### src/rtl/mem_arbiter_if.sv
`default_nettype none
// ============================================================================
// Module   : mem_arbiter_if
// Brief    : Requester handshakes and RAM port bundle for mem_arbiter.
// Revision : 1.0
// ============================================================================
interface mem_arbiter_if #(
    parameter int AW = 32,
    parameter int DW = 32
);
    logic          m0_req;
    logic          m0_we;
    logic [AW-1:0] m0_addr;
    logic [DW-1:0] m0_wdata;
    logic [3:0]    m0_be;
    logic          m0_gnt;
    logic          m0_rvalid;
    logic [DW-1:0] m0_rdata;

    logic          m1_req;
    logic          m1_we;
    logic [AW-1:0] m1_addr;
    logic [DW-1:0] m1_wdata;
    logic [3:0]    m1_be;
    logic          m1_gnt;
    logic          m1_rvalid;
    logic [DW-1:0] m1_rdata;

    logic          ram_r_ena_o;
    logic [AW-1:0] ram_r_addr_o;
    logic          ram_w_ena_o;
    logic [AW-1:0] ram_w_addr_o;
    logic [DW-1:0] ram_w_data_o;
    logic [DW-1:0] ram_r_data_i;

    modport slave (
        input  m0_req, m0_we, m0_addr, m0_wdata, m0_be,
        input  m1_req, m1_we, m1_addr, m1_wdata, m1_be,
        input  ram_r_data_i,
        output m0_gnt, m0_rvalid, m0_rdata,
        output m1_gnt, m1_rvalid, m1_rdata,
        output ram_r_ena_o, ram_r_addr_o, ram_w_ena_o, ram_w_addr_o, ram_w_data_o
    );

    modport master (
        output m0_req, m0_we, m0_addr, m0_wdata, m0_be,
        output m1_req, m1_we, m1_addr, m1_wdata, m1_be,
        output ram_r_data_i,
        input  m0_gnt, m0_rvalid, m0_rdata,
        input  m1_gnt, m1_rvalid, m1_rdata,
        input  ram_r_ena_o, ram_r_addr_o, ram_w_ena_o, ram_w_addr_o, ram_w_data_o
    );
endinterface
`default_nettype wire

### src/rtl/mem_arbiter.sv
`default_nettype none
// ============================================================================
// Module   : mem_arbiter
// Brief    : Round-robin sharing of one data RAM between two requesters, with
//            read-modify-write sequencing for partial-byte stores.
// Revision : 1.0
// ============================================================================
module mem_arbiter #(
    parameter int AW = 32,
    parameter int DW = 32
) (
    input  logic          clk_100MHz,
    input  logic          arst_n,
    mem_arbiter_if.slave  bus
);
    typedef enum logic [0:0] {
        S_IDLE = 1'b0,
        S_RMW  = 1'b1
    } state_t;

    // All-ones can never equal an aligned read address, so the RAM's
    // write-data forwarding stays inert while no write is in progress.
    localparam logic [AW-1:0] c_no_write_addr = {AW{1'b1}};

    state_t        r_state;
    state_t        w_state_nxt;
    logic          r_rr_ptr;
    logic          r_rmw_idx;
    logic [AW-1:0] r_rmw_addr;
    logic [DW-1:0] r_rmw_old;
    logic [DW-1:0] r_rmw_new;
    logic [3:0]    r_rmw_be;
    logic          r_rvalid0;
    logic          r_rvalid1;
    logic [DW-1:0] r_rdata0;
    logic [DW-1:0] r_rdata1;

    logic          w_idle;
    logic          w_gnt0;
    logic          w_gnt1;
    logic          w_gnt_any;
    logic          w_sel;
    logic          w_we;
    logic [AW-1:0] w_addr_al;
    logic [DW-1:0] w_wdata;
    logic [3:0]    w_be;
    logic          w_full;
    logic          w_partial;
    logic [DW-1:0] w_merge;
    logic          w_unused_addr_lsbs;

    // Grants are gated by reset so every output sits at its reset value
    // while arst_n is low, independent of the requesters.
    assign w_idle    = (r_state == S_IDLE) && arst_n;
    assign w_gnt0    = w_idle && bus.m0_req && (!bus.m1_req || r_rr_ptr);
    assign w_gnt1    = w_idle && bus.m1_req && (!bus.m0_req || !r_rr_ptr);
    assign w_gnt_any = w_gnt0 || w_gnt1;
    assign w_sel     = w_gnt1;

    assign w_we      = w_sel ? bus.m1_we : bus.m0_we;
    assign w_addr_al = w_sel ? {bus.m1_addr[AW-1:2], 2'b00} : {bus.m0_addr[AW-1:2], 2'b00};
    assign w_wdata   = w_sel ? bus.m1_wdata : bus.m0_wdata;
    assign w_be      = w_sel ? bus.m1_be : bus.m0_be;
    assign w_full    = (w_be == 4'b1111);
    assign w_partial = w_we && !w_full && (w_be != 4'b0000);

    assign w_unused_addr_lsbs = ^{bus.m0_addr[1:0], bus.m1_addr[1:0]};

    for (genvar gi = 0; gi < 4; gi++) begin : g_merge
        assign w_merge[8*gi +: 8] = r_rmw_be[gi] ? r_rmw_new[8*gi +: 8] : r_rmw_old[8*gi +: 8];
    end

    always_ff @(posedge clk_100MHz or negedge arst_n) begin
        if (!arst_n) begin
            r_state <= S_IDLE;
        end else begin
            r_state <= w_state_nxt;
        end
    end

    always_comb begin
        w_state_nxt      = r_state;
        bus.ram_r_ena_o  = 1'b0;
        bus.ram_r_addr_o = '0;
        bus.ram_w_ena_o  = 1'b0;
        bus.ram_w_addr_o = c_no_write_addr;
        bus.ram_w_data_o = '0;
        case (r_state)
            S_IDLE: begin
                if (w_gnt_any) begin
                    if (!w_we || w_partial) begin
                        bus.ram_r_ena_o  = 1'b1;
                        bus.ram_r_addr_o = w_addr_al;
                    end else if (w_full) begin
                        bus.ram_w_ena_o  = 1'b1;
                        bus.ram_w_addr_o = w_addr_al;
                        bus.ram_w_data_o = w_wdata;
                    end
                    if (w_partial) begin
                        w_state_nxt = S_RMW;
                    end
                end
            end
            S_RMW: begin
                bus.ram_w_ena_o  = 1'b1;
                bus.ram_w_addr_o = r_rmw_addr;
                bus.ram_w_data_o = w_merge;
                w_state_nxt      = S_IDLE;
            end
            default: w_state_nxt = S_IDLE;
        endcase
    end

    always_ff @(posedge clk_100MHz or negedge arst_n) begin
        if (!arst_n) begin
            r_rr_ptr   <= 1'b1;
            r_rmw_idx  <= 1'b0;
            r_rmw_addr <= '0;
            r_rmw_old  <= '0;
            r_rmw_new  <= '0;
            r_rmw_be   <= 4'b0000;
            r_rvalid0  <= 1'b0;
            r_rvalid1  <= 1'b0;
            r_rdata0   <= '0;
            r_rdata1   <= '0;
        end else begin
            r_rvalid0 <= 1'b0;
            r_rvalid1 <= 1'b0;
            if (r_state == S_RMW) begin
                if (r_rmw_idx) begin
                    r_rvalid1 <= 1'b1;
                    r_rdata1  <= '0;
                end else begin
                    r_rvalid0 <= 1'b1;
                    r_rdata0  <= '0;
                end
            end else if (w_gnt_any) begin
                r_rr_ptr <= w_sel;
                if (w_partial) begin
                    r_rmw_idx  <= w_sel;
                    r_rmw_addr <= w_addr_al;
                    r_rmw_old  <= bus.ram_r_data_i;
                    r_rmw_new  <= w_wdata;
                    r_rmw_be   <= w_be;
                end else if (w_sel) begin
                    r_rvalid1 <= 1'b1;
                    r_rdata1  <= w_we ? '0 : bus.ram_r_data_i;
                end else begin
                    r_rvalid0 <= 1'b1;
                    r_rdata0  <= w_we ? '0 : bus.ram_r_data_i;
                end
            end
        end
    end

    assign bus.m0_gnt    = w_gnt0;
    assign bus.m1_gnt    = w_gnt1;
    assign bus.m0_rvalid = r_rvalid0;
    assign bus.m1_rvalid = r_rvalid1;
    assign bus.m0_rdata  = r_rdata0;
    assign bus.m1_rdata  = r_rdata1;
endmodule
`default_nettype wire

### src/flat_wrapper.sv
// flat-port wrapper written by rule: the top's interface ports become plain ports
module mem_arbiter_flat 
#(
    parameter int AW = 32,
    parameter int DW = 32
)
  (clk_100MHz, arst_n, bus_m0_req, bus_m0_we, bus_m0_addr, bus_m0_wdata, bus_m0_be, bus_m1_req, bus_m1_we, bus_m1_addr, bus_m1_wdata, bus_m1_be, bus_ram_r_data_i, bus_m0_gnt, bus_m0_rvalid, bus_m0_rdata, bus_m1_gnt, bus_m1_rvalid, bus_m1_rdata, bus_ram_r_ena_o, bus_ram_r_addr_o, bus_ram_w_ena_o, bus_ram_w_addr_o, bus_ram_w_data_o);
  mem_arbiter_if #(.AW(AW), .DW(DW)) bus_i ();
  input  logic clk_100MHz;
  input  logic arst_n;
  input wire logic [$bits(bus_i.m0_req)-1:0] bus_m0_req;
  input wire logic [$bits(bus_i.m0_we)-1:0] bus_m0_we;
  input wire logic [$bits(bus_i.m0_addr)-1:0] bus_m0_addr;
  input wire logic [$bits(bus_i.m0_wdata)-1:0] bus_m0_wdata;
  input wire logic [$bits(bus_i.m0_be)-1:0] bus_m0_be;
  input wire logic [$bits(bus_i.m1_req)-1:0] bus_m1_req;
  input wire logic [$bits(bus_i.m1_we)-1:0] bus_m1_we;
  input wire logic [$bits(bus_i.m1_addr)-1:0] bus_m1_addr;
  input wire logic [$bits(bus_i.m1_wdata)-1:0] bus_m1_wdata;
  input wire logic [$bits(bus_i.m1_be)-1:0] bus_m1_be;
  input wire logic [$bits(bus_i.ram_r_data_i)-1:0] bus_ram_r_data_i;
  output wire logic [$bits(bus_i.m0_gnt)-1:0] bus_m0_gnt;
  output wire logic [$bits(bus_i.m0_rvalid)-1:0] bus_m0_rvalid;
  output wire logic [$bits(bus_i.m0_rdata)-1:0] bus_m0_rdata;
  output wire logic [$bits(bus_i.m1_gnt)-1:0] bus_m1_gnt;
  output wire logic [$bits(bus_i.m1_rvalid)-1:0] bus_m1_rvalid;
  output wire logic [$bits(bus_i.m1_rdata)-1:0] bus_m1_rdata;
  output wire logic [$bits(bus_i.ram_r_ena_o)-1:0] bus_ram_r_ena_o;
  output wire logic [$bits(bus_i.ram_r_addr_o)-1:0] bus_ram_r_addr_o;
  output wire logic [$bits(bus_i.ram_w_ena_o)-1:0] bus_ram_w_ena_o;
  output wire logic [$bits(bus_i.ram_w_addr_o)-1:0] bus_ram_w_addr_o;
  output wire logic [$bits(bus_i.ram_w_data_o)-1:0] bus_ram_w_data_o;
  assign bus_i.m0_req = bus_m0_req;
  assign bus_i.m0_we = bus_m0_we;
  assign bus_i.m0_addr = bus_m0_addr;
  assign bus_i.m0_wdata = bus_m0_wdata;
  assign bus_i.m0_be = bus_m0_be;
  assign bus_i.m1_req = bus_m1_req;
  assign bus_i.m1_we = bus_m1_we;
  assign bus_i.m1_addr = bus_m1_addr;
  assign bus_i.m1_wdata = bus_m1_wdata;
  assign bus_i.m1_be = bus_m1_be;
  assign bus_i.ram_r_data_i = bus_ram_r_data_i;
  assign bus_m0_gnt = bus_i.m0_gnt;
  assign bus_m0_rvalid = bus_i.m0_rvalid;
  assign bus_m0_rdata = bus_i.m0_rdata;
  assign bus_m1_gnt = bus_i.m1_gnt;
  assign bus_m1_rvalid = bus_i.m1_rvalid;
  assign bus_m1_rdata = bus_i.m1_rdata;
  assign bus_ram_r_ena_o = bus_i.ram_r_ena_o;
  assign bus_ram_r_addr_o = bus_i.ram_r_addr_o;
  assign bus_ram_w_ena_o = bus_i.ram_w_ena_o;
  assign bus_ram_w_addr_o = bus_i.ram_w_addr_o;
  assign bus_ram_w_data_o = bus_i.ram_w_data_o;
  mem_arbiter #(.AW(AW), .DW(DW)) u_core (.clk_100MHz(clk_100MHz), .arst_n(arst_n), .bus(bus_i));
endmodule
### config.mk
export PLATFORM = sky130hd
export DESIGN_NAME = mem_arbiter_flat
export DESIGN_NICKNAME = d
export VERILOG_FILES = /design/src/rtl/mem_arbiter_if.sv /design/src/rtl/mem_arbiter.sv /design/src/flat_wrapper.sv
export SDC_FILE = /design/constraint.sdc
export NUM_CORES = 1
export LEC_CHECK = 0
export CORE_MARGIN = 2
export CORE_UTILIZATION = 48
export DETAILED_ROUTE_END_ITERATION = 12
export PLACE_DENSITY = 0.92
export SLEW_MARGIN = 40
export SYNTH_ARGS = -nofsm -noshare
export SYNTH_HDL_FRONTEND = slang
export SYNTH_SLANG_ARGS = --single-unit
### constraint.sdc
create_clock -name clk_100MHz -period 4.2 [get_ports clk_100MHz]
set_input_delay 0.63 -clock clk_100MHz [delete_from_list [all_inputs] [get_ports clk_100MHz]]
set_output_delay 0.63 -clock clk_100MHz [all_outputs]
set_load 0.01 [all_outputs]
-- After elaboration in Yosys (flattened, before gate mapping)
Cells that the tools add are included.
- bitwise logic cells: 1
- equality and inequality tests: 5
- reduce and logical (&&, ||, !) cells: 23
- mux-type cells: 50
- operator list (cell ; count):
    two-way mux 32 bit ; 22
    case mux 32 bit (2 select lines) ; 2
    two-way mux 8 bit ; 4
    two-way mux 1 bit ; 19
    AND reduction 4 bit ; 2
    logical AND 1 bit ; 7
    logical NOT 1 bit ; 5
    == test 4 bit (second input constant) ; 1
    logical OR 1 bit ; 4
    two-way mux 4 bit ; 1
    != test 2 x 1 -> 1 bit (second input constant) ; 2
    != test 2 bit (second input constant) ; 2
    case mux 1 bit (2 select lines) ; 2
    nonzero test 2 bit ; 2
    nonzero test 4 bit ; 1
    AND reduction 3 bit ; 1
    AND reduction 2 bit ; 1
    inverter 1 bit ; 1
- register bits: 169
- logic and storage cells: 90
- bits of input ports: 174
- output and inout port bits: 166

-- Longest topological paths before layout
Gate-level depths: netlist of run 1.
- word-level depth: 13
- depth in mapped cells: 9
- mapped depth without buffers: 5

-- Least setup slack after synthesis of run 1
No wires, ideal clock.
- path kind: input-to-output
- from: input bus_m0_req
- to: output bus_ram_w_data_o[10]
- required time: 3570 ps
- slack: 1615 ps
- stages: 5
- arrival: 1955 ps
- path through: and2_1 > or4_1 > a21o_1 > clkbuf_1 > o21ai_0
- word-level cells in the longest chain between the ends: 12
- RTL lines (item ; line ; text):
    from (decl) ; flat_wrapper.sv:11 ; input wire logic [$bits(bus_i.m0_req)-1:0] bus_m0_req;
    logical NOT 1 bit ; mem_arbiter.sv:56 ; assign w_gnt1 = w_idle && bus.m1_req && (!bus.m0_req || !r_rr_ptr);
    logical OR 1 bit ; mem_arbiter.sv:56 ;
    logical AND 1 bit ; mem_arbiter.sv:56 ;
    two-way mux 4 bit ; mem_arbiter.sv:63 ; assign w_be = w_sel ? bus.m1_be : bus.m0_be;
    == test 4 bit ; mem_arbiter.sv:64 ; assign w_full = (w_be == 4'b1111);
    logical NOT 1 bit ; mem_arbiter.sv:65 ; assign w_partial = w_we && !w_full && (w_be != 4'b0000);
    logical AND 1 bit (2 in series) ; mem_arbiter.sv:65 ;
    logical OR 1 bit ; mem_arbiter.sv:91 ; if (!w_we || w_partial) begin
    two-way mux 32 bit ; mem_arbiter.sv:91 ;
    two-way mux 32 bit * ; mem_arbiter.sv:90 ; if (w_gnt_any) begin
    case mux 32 bit (2 select lines) * ; mem_arbiter.sv:88 ; case (r_state)
    to (decl) ; flat_wrapper.sv:32 ; output wire logic [$bits(bus_i.ram_w_data_o)-1:0] bus_ram_w_data_o;
Mark *: on every way between the ends. The rest lies on a longest branch, timed or not.

-- Worst setup path in the final report of run 1
- from: input bus_m1_be[0]
- to: output bus_ram_w_data_o[31]
- word-level cells in the longest chain between the ends: 9
- RTL lines (item ; line ; text):
    from (decl) ; flat_wrapper.sv:20 ; input wire logic [$bits(bus_i.m1_be)-1:0] bus_m1_be;
    two-way mux 4 bit * ; mem_arbiter.sv:63 ;
    == test 4 bit ; mem_arbiter.sv:64 ;
    logical NOT 1 bit ; mem_arbiter.sv:65 ;
    logical AND 1 bit (2 in series) ; mem_arbiter.sv:65 ;
    logical OR 1 bit ; mem_arbiter.sv:91 ;
    two-way mux 32 bit * ; mem_arbiter.sv:91 ;
    two-way mux 32 bit * ; mem_arbiter.sv:90 ;
    case mux 32 bit (2 select lines) * ; mem_arbiter.sv:88 ;
Marks and branches as above.

==> summary.md, run 1 <==
| Metric | Value |
|---|---|
| Total net switching power | 2.04 mW |
| Seq/Total Area, Yosys | 46.8% |
| Die W | 140 microns |
| Crit Reg-Reg Endpoint | u_core.r_rmw_old[7]$_DFFE_PN0P_ |
| Post-synth EDFFs | 0 |
| Reg area | 4180 sq um |
| Yosys cell types | 41 |
| Worst VDD drop | 0.312 mV |
| Port bufs | 333 |
| Final nets | 1267 |
| Critical path arrival | 3.24 ns |
| Post-CTS Setup Bufs | 0 |
| Rows | 49 |
| Initial antenna violation count | 0 |
| CP Class | primary input to output pin |
| Post-route ant nets | 0 |
| Die Span Y | 140 microns |
| Vias in the first global route | 7997 |
| Setup Viol. Count Final | 0 |
| Top-area cell type share of the netlist area | 46.5% |
| Clk buf depth | 2 |
| Worst skew pair latency | 0.42 ns |
| Req. time, crit path | 3.57 ns |
| Drt via density | 5.66 |
| Cell Pwr Density | 490 nW/um^2 |
| Fillers | 1256 |
| Reg-to-Reg Start | u_core.r_state$_DFF_PN0_ |
| RSZ-0062 raised after global routing | false |
| Final min period | 3.87 ns |
| Post-Route Skew | 0.00939 ns |
| Layout Cells excl Fill | 1335 |
| Clock transition at path regs | 0.07 ns |
| Post-CTS sizing | 0 |
| Largest net degree at the start of global routing | 101 |
| Gr ovfl total | 0 |
| Post-synthesis instance area | 8930 sq um |
| Fin Hold WS | 0.0572 ns |
| Clk network pwr share | 24.8% |
| Area grow syn2layout | 45.8% |
| Worst-Margin Slew | 0.770 ns |
| Worst Setup Slack, final | 0.331 ns |
| Drt drc | 0 |
| Initial DRC count | 422 |
| Final setup TNS | 0 ns |
| Sinks on Clock Net | 167 |
| GP Congestion | 0.809 |
| Syn_area_per_cell | 11.3 sq um |
| Share of layout cells above drive strength 1 | 13.5% |
| Drt total wl | 27.9 mm |
| Total CTS buffers | 17 |
| Global-route usage over all layers | 28.2% |
| Dpl cell area | 12400 sq um |
| Area occupied by multi-input gates | 4150 sq um |
| CTS H-tree depth | 4 |
| Placed Cells | 1303 |
| CTS tree | built |
| Combinational power share | 36.1% |
| Critical Path Start | bus_m1_be[0] |
| Top_reg_cell synth | dfrtp_1 |
| Synth Register Bits | 167 |
| R2r setup slk | 1.47 ns |
| Initial core utilization | 49.4% |
| Dpl hpwl | 19.5 mm |
| Final period util | 92.1% |
| Post-synth top cells | dfrtp_1, mux2i_1, inv_1 |
| Die Area | 19700 sq um |
| Final hold vios | 0 |
| Seq pwr share | 39.1% |
| Internal Power | 4.34 mW |
| CP max FO | 33 |
| WL per Instance | 20.9 microns |
| I/O pin total | 340 |
| Path depth of the worst reg2reg path | 6 |
| Most common cell in the netlist | dfrtp_1 |
| Post-synthesis async set-or-reset flop share | 100% |
| Hold crit path type | primary input to asynchronous set/reset pin |
| Mapped Cells | 787 |
| First-pass GRT wire length | 43.6 mm |
| Leak | 5.56 nW |
| DR vias | 7561 |
| Post-CTS Hold Fix Bufs | 0 |
| Clock root buffer | clkbuf_16 |
| Fin. max-slew vios | 0 |
| Slew margin rel. | 48.7% |
| Switching share of power | 31.9% |
| Startpoint Class | primary input |
| Cell area after layout | 13000 sq um |
| Fmax | 258 MHz |
| Status | completed |
| Worst setup EP type | output pin |
| Syn. warnings | 0 |
| Maxcap violations | 0 |
| Core area | 18100 sq um |
| Post-Place Worst Slack | 0.339 ns |
| # diodes | 0 |
| Cell taking the most area after synthesis | dfrtp_1 |
| Pre-antenna DRT Iters | 4 |
| Largest cells by area after synthesis | dfrtp_1, mux2i_1, mux2_4 |
-- cell usage in the layout (no fill, tap or decap), types with 2 or more instances in the layout --
master	n
buf_4	15
o21ai_0	27
clkdlybuf4s50_1	332
a21o_1	2
dfrtp_1	165
o21ai_1	6
inv_2	2
a21oi_1	2
clkinvlp_4	3
clkinv_4	3
inv_8	3
nand4_1	2
conb_1	2
mux2i_1	124
o2bb2ai_2	6
a22oi_1	30
mux2_2	36
clkbuf_16	17
nand2_1	34
buf_6	3
a21boi_0	32
nor2_1	32
bufinv_16	2
nand3_2	2
inv_1	66
o2bb2ai_1	26
mux2_4	36
inv_6	2
a31oi_1	32
a22o_1	32
nand2b_1	2
clkinv_2	3
or4_4	2
buf_12	4
-- worst max-delay path, cell delays in order --
cell,delay (ns)
clkdlybuf4s50_1,0.57
nand4_1,0.23
or4_1,0.50
a21o_1,0.18
buf_4,0.26
o21ai_0,0.28
clkdlybuf4s50_1,0.59
-- metrics by stage --
stage / util [%] / power (mW)
CTS: 72.0 / 6.40
global placement: 68.6 / 4.68
global route: 72.0 / 6.69
detailed placement: 68.7 / 4.79
finish: 72.0 / 6.38
floorplan: - / 3.70
-- logic make-up (layout without fill, tap and decap cells) --
logic type	Yosys count	count (layout)	synth area share, %
flip-flops	167	167	46.8
multiplexers	196	196	24.5
AO/OA/AOI/OAI	204	204	17.2
AND/OR/NAND/NOR	82	82	4.15
buffers and inverters	137	455	7.31
other	1	2	0.0420
-- state kept, by name (all words and copies together) (netlist names) --
register              cells
u_core.r_rr_ptr           1
u_core.bus.m0_rdata      32
u_core.r_rmw_new         32
u_core.bus.m0_rvalid      1
u_core.bus.m1_rvalid      1
u_core.r_rmw_idx          1
u_core.r_state            1
u_core.r_rmw_addr        30
u_core.r_rmw_be           4
u_core.r_rmw_old         32
u_core.bus.m1_rdata      32
-- final cells by class --
class / instances / share of cell area [%]
inverter: 69 / 2.00
clock inverter: 15 / 1.31
multi-input combinational: 484 / 31.8
tap: 229 / 2.20
clock buffer: 17 / 3.27
timing repair buffer: 354 / 27.3
sequential: 167 / 32.1
-- power groups by stage --
stage | Clock, mW | Sequential [mW] | Combinational, mW
2_1_floorplan | 0 | 2.45 | 1.25
3_3_place_gp | 0 | 2.46 | 2.21
3_5_place_dp | 0 | 2.50 | 2.29
4_1_cts | 1.60 | 2.48 | 2.31
5_1_grt | 1.67 | 2.55 | 2.47
6_report | 1.58 | 2.49 | 2.30
-- worst max-delay path by stage --
stage	endpoint
CTS	bus_ram_w_data_o[31]
floorplan	bus_ram_w_data_o[10]
detailed placement	bus_ram_w_data_o[31]
global placement	bus_ram_w_data_o[31]
finish	bus_ram_w_data_o[31]
global route	bus_ram_w_data_o[21]
-- routing by layer --
layer	wire length (microns)	share of wire, %	up-vias	track usage, %
met5	0	0	-	0
met1	11400	41	3791	35.7
met2	14000	50	285	47.4
li1	-	-	3436	-
met4	750	2.7	0	9.89
met3	1810	6.5	49	6.80
Note: power is estimated with default switching activity, not from simulation.
==> run 2: changes to the inputs <==
--- a/config.mk
+++ b/config.mk
@@ -5,6 +5,7 @@
 export SDC_FILE = /design/constraint.sdc
 export NUM_CORES = 1
 export LEC_CHECK = 0
+export CAP_MARGIN = 20
 export CORE_MARGIN = 2
 export CORE_UTILIZATION = 48
 export DETAILED_ROUTE_END_ITERATION = 12
@@ -13,3 +14,4 @@
 export SYNTH_ARGS = -nofsm -noshare
 export SYNTH_HDL_FRONTEND = slang
 export SYNTH_SLANG_ARGS = --single-unit
+export TNS_END_PERCENT = 30
==> results of run 2 <==
Same layout as run 1: the final DEF is identical, and so are final timing and power.
